--- src/rtl/mem_arbiter.sv ---
// Round-robin arbiter that merges instruction fetch and data ports onto one memory port.
// It allows one outstanding transaction at a time.
module mem_arbiter (
    input  logic        i_clk,
    input  logic        i_rst,
    input  logic        i_if_req,
    input  logic [31:0] i_if_addr,
    output logic        o_if_ready,
    output logic        o_if_valid,
    output logic [31:0] o_if_rdata,
    input  logic        i_d_req,
    input  logic        i_d_wen,
    input  logic [31:0] i_d_addr,
    input  logic [31:0] i_d_wdata,
    input  logic [3:0]  i_d_mask,
    output logic        o_d_ready,
    output logic        o_d_valid,
    output logic [31:0] o_d_rdata,
    output logic        o_mem_req,
    output logic        o_mem_wen,
    output logic [31:0] o_mem_addr,
    output logic [31:0] o_mem_wdata,
    output logic [3:0]  o_mem_mask,
    input  logic        i_mem_ready,
    input  logic        i_mem_valid,
    input  logic [31:0] i_mem_rdata,
    output logic        o_busy
);
    localparam int unsigned AW = 32;
    localparam int unsigned DW = 32;
    localparam int unsigned MW = 4;

    typedef enum logic [1:0] {S_IDLE, S_ISSUE, S_WAIT} state_t;

    state_t          r_state;
    state_t          w_next_state;
    logic            w_grant_if;
    logic            w_grant_d;
    logic            w_accept;
    logic            w_done;

    logic            r_last_if;
    logic            r_owner_d;
    logic            r_if_ready;
    logic            r_d_ready;
    logic            r_if_valid;
    logic            r_d_valid;
    logic [DW-1:0]   r_if_rdata;
    logic [DW-1:0]   r_d_rdata;
    logic            r_mem_req;
    logic            r_mem_wen;
    logic [AW-1:0]   r_mem_addr;
    logic [DW-1:0]   r_mem_wdata;
    logic [MW-1:0]   r_mem_mask;

    always_ff @(posedge i_clk) begin
        if (i_rst) r_state <= S_IDLE;
        else       r_state <= w_next_state;
    end

    always_comb begin
        w_next_state = r_state;
        case (r_state)
            S_IDLE:  if (i_if_req || i_d_req) w_next_state = S_ISSUE;
            S_ISSUE: if (i_mem_ready)         w_next_state = S_WAIT;
            S_WAIT:  if (i_mem_valid)         w_next_state = S_IDLE;
            default:                          w_next_state = S_IDLE;
        endcase
    end

    // Data wins a tie only when fetch was the last side served.
    always_comb begin
        w_grant_d  = 1'b0;
        w_grant_if = 1'b0;
        w_accept   = 1'b0;
        w_done     = 1'b0;
        case (r_state)
            S_IDLE: begin
                w_grant_d  = i_d_req && (!i_if_req || r_last_if);
                w_grant_if = i_if_req && !w_grant_d;
            end
            S_ISSUE: w_accept = i_mem_ready;
            S_WAIT:  w_done   = i_mem_valid;
            default: ;
        endcase
    end

    always_ff @(posedge i_clk) begin
        if (i_rst) begin
            r_last_if   <= 1'b1;
            r_owner_d   <= 1'b0;
            r_if_ready  <= 1'b0;
            r_d_ready   <= 1'b0;
            r_if_valid  <= 1'b0;
            r_d_valid   <= 1'b0;
            r_if_rdata  <= '0;
            r_d_rdata   <= '0;
            r_mem_req   <= 1'b0;
            r_mem_wen   <= 1'b0;
            r_mem_addr  <= '0;
            r_mem_wdata <= '0;
            r_mem_mask  <= '0;
        end else begin
            r_if_ready <= w_grant_if;
            r_d_ready  <= w_grant_d;
            r_if_valid <= w_done && !r_owner_d;
            r_d_valid  <= w_done && r_owner_d;
            if (w_done && !r_owner_d) r_if_rdata <= i_mem_rdata;
            if (w_done && r_owner_d)  r_d_rdata  <= i_mem_rdata;
            // Request fields live only while ISSUE is active.
            if (w_grant_if) begin
                r_last_if   <= 1'b1;
                r_owner_d   <= 1'b0;
                r_mem_req   <= 1'b1;
                r_mem_wen   <= 1'b0;
                r_mem_addr  <= {i_if_addr[AW-1:2], 2'b00};
                r_mem_wdata <= '0;
                r_mem_mask  <= '1;
            end else if (w_grant_d) begin
                r_last_if   <= 1'b0;
                r_owner_d   <= 1'b1;
                r_mem_req   <= 1'b1;
                r_mem_wen   <= i_d_wen;
                r_mem_addr  <= {i_d_addr[AW-1:2], 2'b00};
                r_mem_wdata <= i_d_wdata;
                r_mem_mask  <= i_d_mask;
            end else if (w_accept) begin
                r_mem_req   <= 1'b0;
                r_mem_wen   <= 1'b0;
                r_mem_addr  <= '0;
                r_mem_wdata <= '0;
                r_mem_mask  <= '0;
            end
        end
    end

    assign o_if_ready  = r_if_ready;
    assign o_if_valid  = r_if_valid;
    assign o_if_rdata  = r_if_rdata;
    assign o_d_ready   = r_d_ready;
    assign o_d_valid   = r_d_valid;
    assign o_d_rdata   = r_d_rdata;
    assign o_mem_req   = r_mem_req;
    assign o_mem_wen   = r_mem_wen;
    assign o_mem_addr  = r_mem_addr;
    assign o_mem_wdata = r_mem_wdata;
    assign o_mem_mask  = r_mem_mask;
    assign o_busy      = (r_state != S_IDLE);
endmodule

--- config.mk ---
export PLATFORM = sky130hd
export DESIGN_NAME = mem_arbiter
export DESIGN_NICKNAME = d
export VERILOG_FILES = /design/src/rtl/mem_arbiter.sv
export SDC_FILE = /design/constraint.sdc
export NUM_CORES = 1
export LEC_CHECK = 0
export BUFFER_PORTS_ARGS = -buffer_cell sky130_fd_sc_hd__buf_4
export CAP_MARGIN = 20
export CORE_ASPECT_RATIO = 1.75
export CORE_MARGIN = 2
export CORE_UTILIZATION = 33
export CTS_CLUSTER_SIZE = 20
export DETAILED_ROUTE_END_ITERATION = 7
export PLACE_DENSITY_LB_ADDON = 0.3
export SYNTH_ARGS = -nofsm -noshare
export SYNTH_HDL_FRONTEND = slang
export SYNTH_SLANG_ARGS = --single-unit
--- constraint.sdc ---
create_clock -name i_clk -period 1.6 [get_ports i_clk]
set_input_delay 0.32 -clock i_clk [delete_from_list [all_inputs] [get_ports i_clk]]
set_output_delay 0.32 -clock i_clk [all_outputs]
set_load 0.01 [all_outputs]
==> results.py <==
metrics = {
    "status": {
        "outcome": "finished clean",
    },
    "synth": {
        "fraction_of_registers_with_async_set_reset_pct": 0,
        "synth.distinct_cells": 34,
        "most_frequent_cell_after_synthesis": "dfxtp_1",
        "synth-edff-count": 0,
        "synth.cell_area_sq_um": 5898,
        "synth-warning-count": 0,
        "synth_top_area_share_pct": 47.52,
        "seq_area_frac_synth_pct": 47.52,
        "syn-instance-count": 692,
        "avgSynthCellArea_sq_um": 8.523,
        "ys_ff_latch": 140,
        "synth_flop_cell": "dfxtp_1",
        "netlist.top_cell.by_area": "dfxtp_1",
        "synth_top_cells_by_count": "dfxtp_1 (140), nand2_1 (129), a21oi_1 (99)",
        "leading_cell_types_by_total_area_after_synthesis": "dfxtp_1 (48%), nand4_1 (10%), a21oi_1 (8.4%)",
    },
    "power_and_ir_drop": {
        "fin_total_pwr_mw": 9.477,
        "p_leak_nw": 3.588,
        "worst_ir_drop_vdd_v": 0.0005847,
        "powerDensity_nw_per_um2": 1065,
    },
    "floorplan": {
        "die-width_um": 105.1,
        "io_pins": 278,
        "floorplan.rows": 64,
        "dieHeight_um": 180.9,
        "coreArea_sq_um": 17540,
        "fp.dieArea_sq_um": 19000,
        "start_util_pct": 33.63,
    },
    "sta": {
        "layout_min_cycle_time_ps": 1530,
        "number_of_pins_with_negative_max_slew_slack_in_the_final_report": 0,
        "tns_ps": 0,
        "hold_viol_final": 0,
        "post-route-period-util_pct": 95.60,
        "final-setup-viol-count": 0,
        "maxClockFrequency_mhz": 653.7,
        "finalClockSkew_ps": 9.819,
        "grt_setup_unrepaired": "no",
    },
    "cts": {
        "cts.hold.buffers_added": 0,
        "clk_lat_worst_skew_ps": 410,
        "clock_sink_count": 140,
        "numCtsBuffers": 17,
        "cts-root-buf": "clkbuf_16",
        "clk_pin_slew_ps": 60,
        "max-clock-path-buffers": 2,
        "cts_tree": "built",
        "htreeDepth": 4,
    },
    "route": {
        "route.vias.total": 6419,
        "route.antenna.remaining_nets": 0,
        "detailed_route_wire_length_per_cell_um": 17.93,
        "detail_route.drc_violations": 0,
        "drt-total-wl_mm": 20.99,
        "drt_iter0_markers": 398,
        "vias_per_cell": 5.482,
        "drt_pre_antenna_iters": 5,
    },
    "worst_hold_path": {
        "min-delay-path-class": "in2reg",
    },
    "cells_and_area": {
        "final_layout_size_suffix_gt1_share_pct": 37.45,
        "layout.nets": 1067,
        "multi_input_comb_area_sq_um": 2623,
        "stdcell_area_sq_um": 8896,
        "syn_to_final_growth_pct": 50.83,
        "fillers": 1716,
        "diodes": 0,
        "final-seq-area_sq_um": 2810,
    },
    "worst_setup_path": {
        "setup.worst_path.end_class": "output pin",
        "worst_ep_required_time_ps": 1280,
        "criticalPathCategory": "reg2out",
        "crit_path_max_fanout": 11,
        "cp_data_arrival_time_ps": 1210,
        "critical_path_cell_by_cell": "nor2_4 > inv_2 > buf_12 > buf_6",
        "setup.worst_path.start_class": "flip-flop",
        "worst_path_largest_cell_delay_ps": 370,
        "timing.critical_path.slowest_stage_cell": "dfxtp_4",
    },
    "grt": {
        "grt_pass1_vias": 6177,
        "total_congestion_overflow": 0,
        "grt_pass1_wl_mm": 33.07,
        "track_usage_pct": 21.49,
        "antenna_found_initial": 0,
        "grt_start_max_net_pins": 72,
    },
    "job": {
        "maxCapViolCount": 0,
    },
    "placement": {
        "numPortBuffers": 271,
        "hpwlAfterDp_mm": 13.95,
        "placement.cell_area_sq_um": 8190,
        "gpl.final_weighted_congestion": 0.7847,
    },
}
==> layer usage <==
metal  up-vias  share of wire (%)  track usage [%]  wire, um
met5         -                  0                0         0
li1       3059                  -                -         -
met4         0                2.7            8.053       571
met3        31                6.6            5.014      1388
met1      3058                 39            24.88      8120
met2       271                 52            38.08     10910
==> placed cells by master (no fill, tap or decap), types with 2 or more instances in the layout <==
cell | netlist | final
dfxtp_1 | 140 | 138
clkbuf_16 | 0 | 17
o31ai_1 | 4 | 4
nor2_1 | 5 | 4
a21oi_1 | 99 | 99
o311ai_0 | 33 | 33
inv_6 | 0 | 5
nand3_1 | 2 | 2
a31oi_1 | 35 | 35
clkinv_4 | 0 | 2
and2b_1 | 2 | 2
conb_1 | 1 | 2
clkinvlp_4 | 0 | 3
bufinv_16 | 0 | 2
inv_1 | 5 | 4
a311oi_1 | 29 | 29
nand2_1 | 129 | 129
dfxtp_4 | 0 | 2
buf_4 | 8 | 290
buf_12 | 0 | 17
nand4_1 | 97 | 97
==> registers in the layout, summed over array words and instances (netlist names), 2 cells and up <==
| signal | cells |
|---|---|
| o_d_rdata | 32 |
| o_if_rdata | 32 |
| o_mem_addr | 30 |
| o_mem_mask | 4 |
| o_mem_wdata | 32 |
| r_state | 2 |
==> what timing repair did <==
item / 4_1_cts / 5_1_grt
resized for setup: 5 / 1
cloned: 1 / 0
endpoints found under the setup margin: 1 / 16
hold endpoints to repair: 0 / 0
setup buffers: 3 / 6
pin swaps: 1 / 2
==> area by class of cell <==
class                           count  area share, %
Tap cell                          231          3.249
Inverter                            5         0.2110
Multi-Input combinational cell    455          29.48
Clock inverter                     13          1.744
Sequential cell                   140          31.59
Timing Repair Buffer              309          28.79
Clock buffer                       18          4.937
==> final timing paths <==
| kind | endpoint | cells past startpoint | from | slack [ps] |
|---|---|---|---|---|
| setup / recovery | o_busy | 4 | r_state[1] | 70 |
| hold / removal | r_state[0] | 2 | i_mem_ready | 140 |
| setup reg to reg | o_mem_addr[12] | 4 | r_state[0] | 80 |
| hold reg to reg | o_d_rdata[16] | 2 | o_d_rdata[16] | 450 |
==> worst max-delay path: cells and delay by family (launching register included) <==
kind / cells / cell delay (ps)
flops: 1 / 370
simple gates: 1 / 120
buf+inv: 3 / 320
==> metrics by stage <==
step	instances	hold WS [ps]	setup WS, ps	util, %
5_1_grt	1171	121.0	9.404	50.73
6_report	1171	135.7	70.32	50.73
2_1_floorplan	693	437.0	235.3	-
3_3_place_gp	1130	442.7	113.6	46.70
3_5_place_dp	1130	447.7	92.41	46.70
4_1_cts	1165	115.2	16.54	50.45
==> power by group <==
group          switching, mW  internal [mW]
sequential             0.103           3.67
combinational          0.866          0.808
clock                   1.66           2.37
total                   2.63           6.85
==> cells by family (layout without fill, tap and decap cells) <==
group / Yosys count / count (layout) / synth area share (%)
AOI/OAI and AO/OA: 206 / 206 / 22.72
buffers and inverters: 98 / 345 / 8.698
DFF: 140 / 140 / 47.52
other: 1 / 2 / 0.06358
and+or+nand+nor: 247 / 247 / 21.00
No activity file was read; power rests on OpenSTA's default activity.
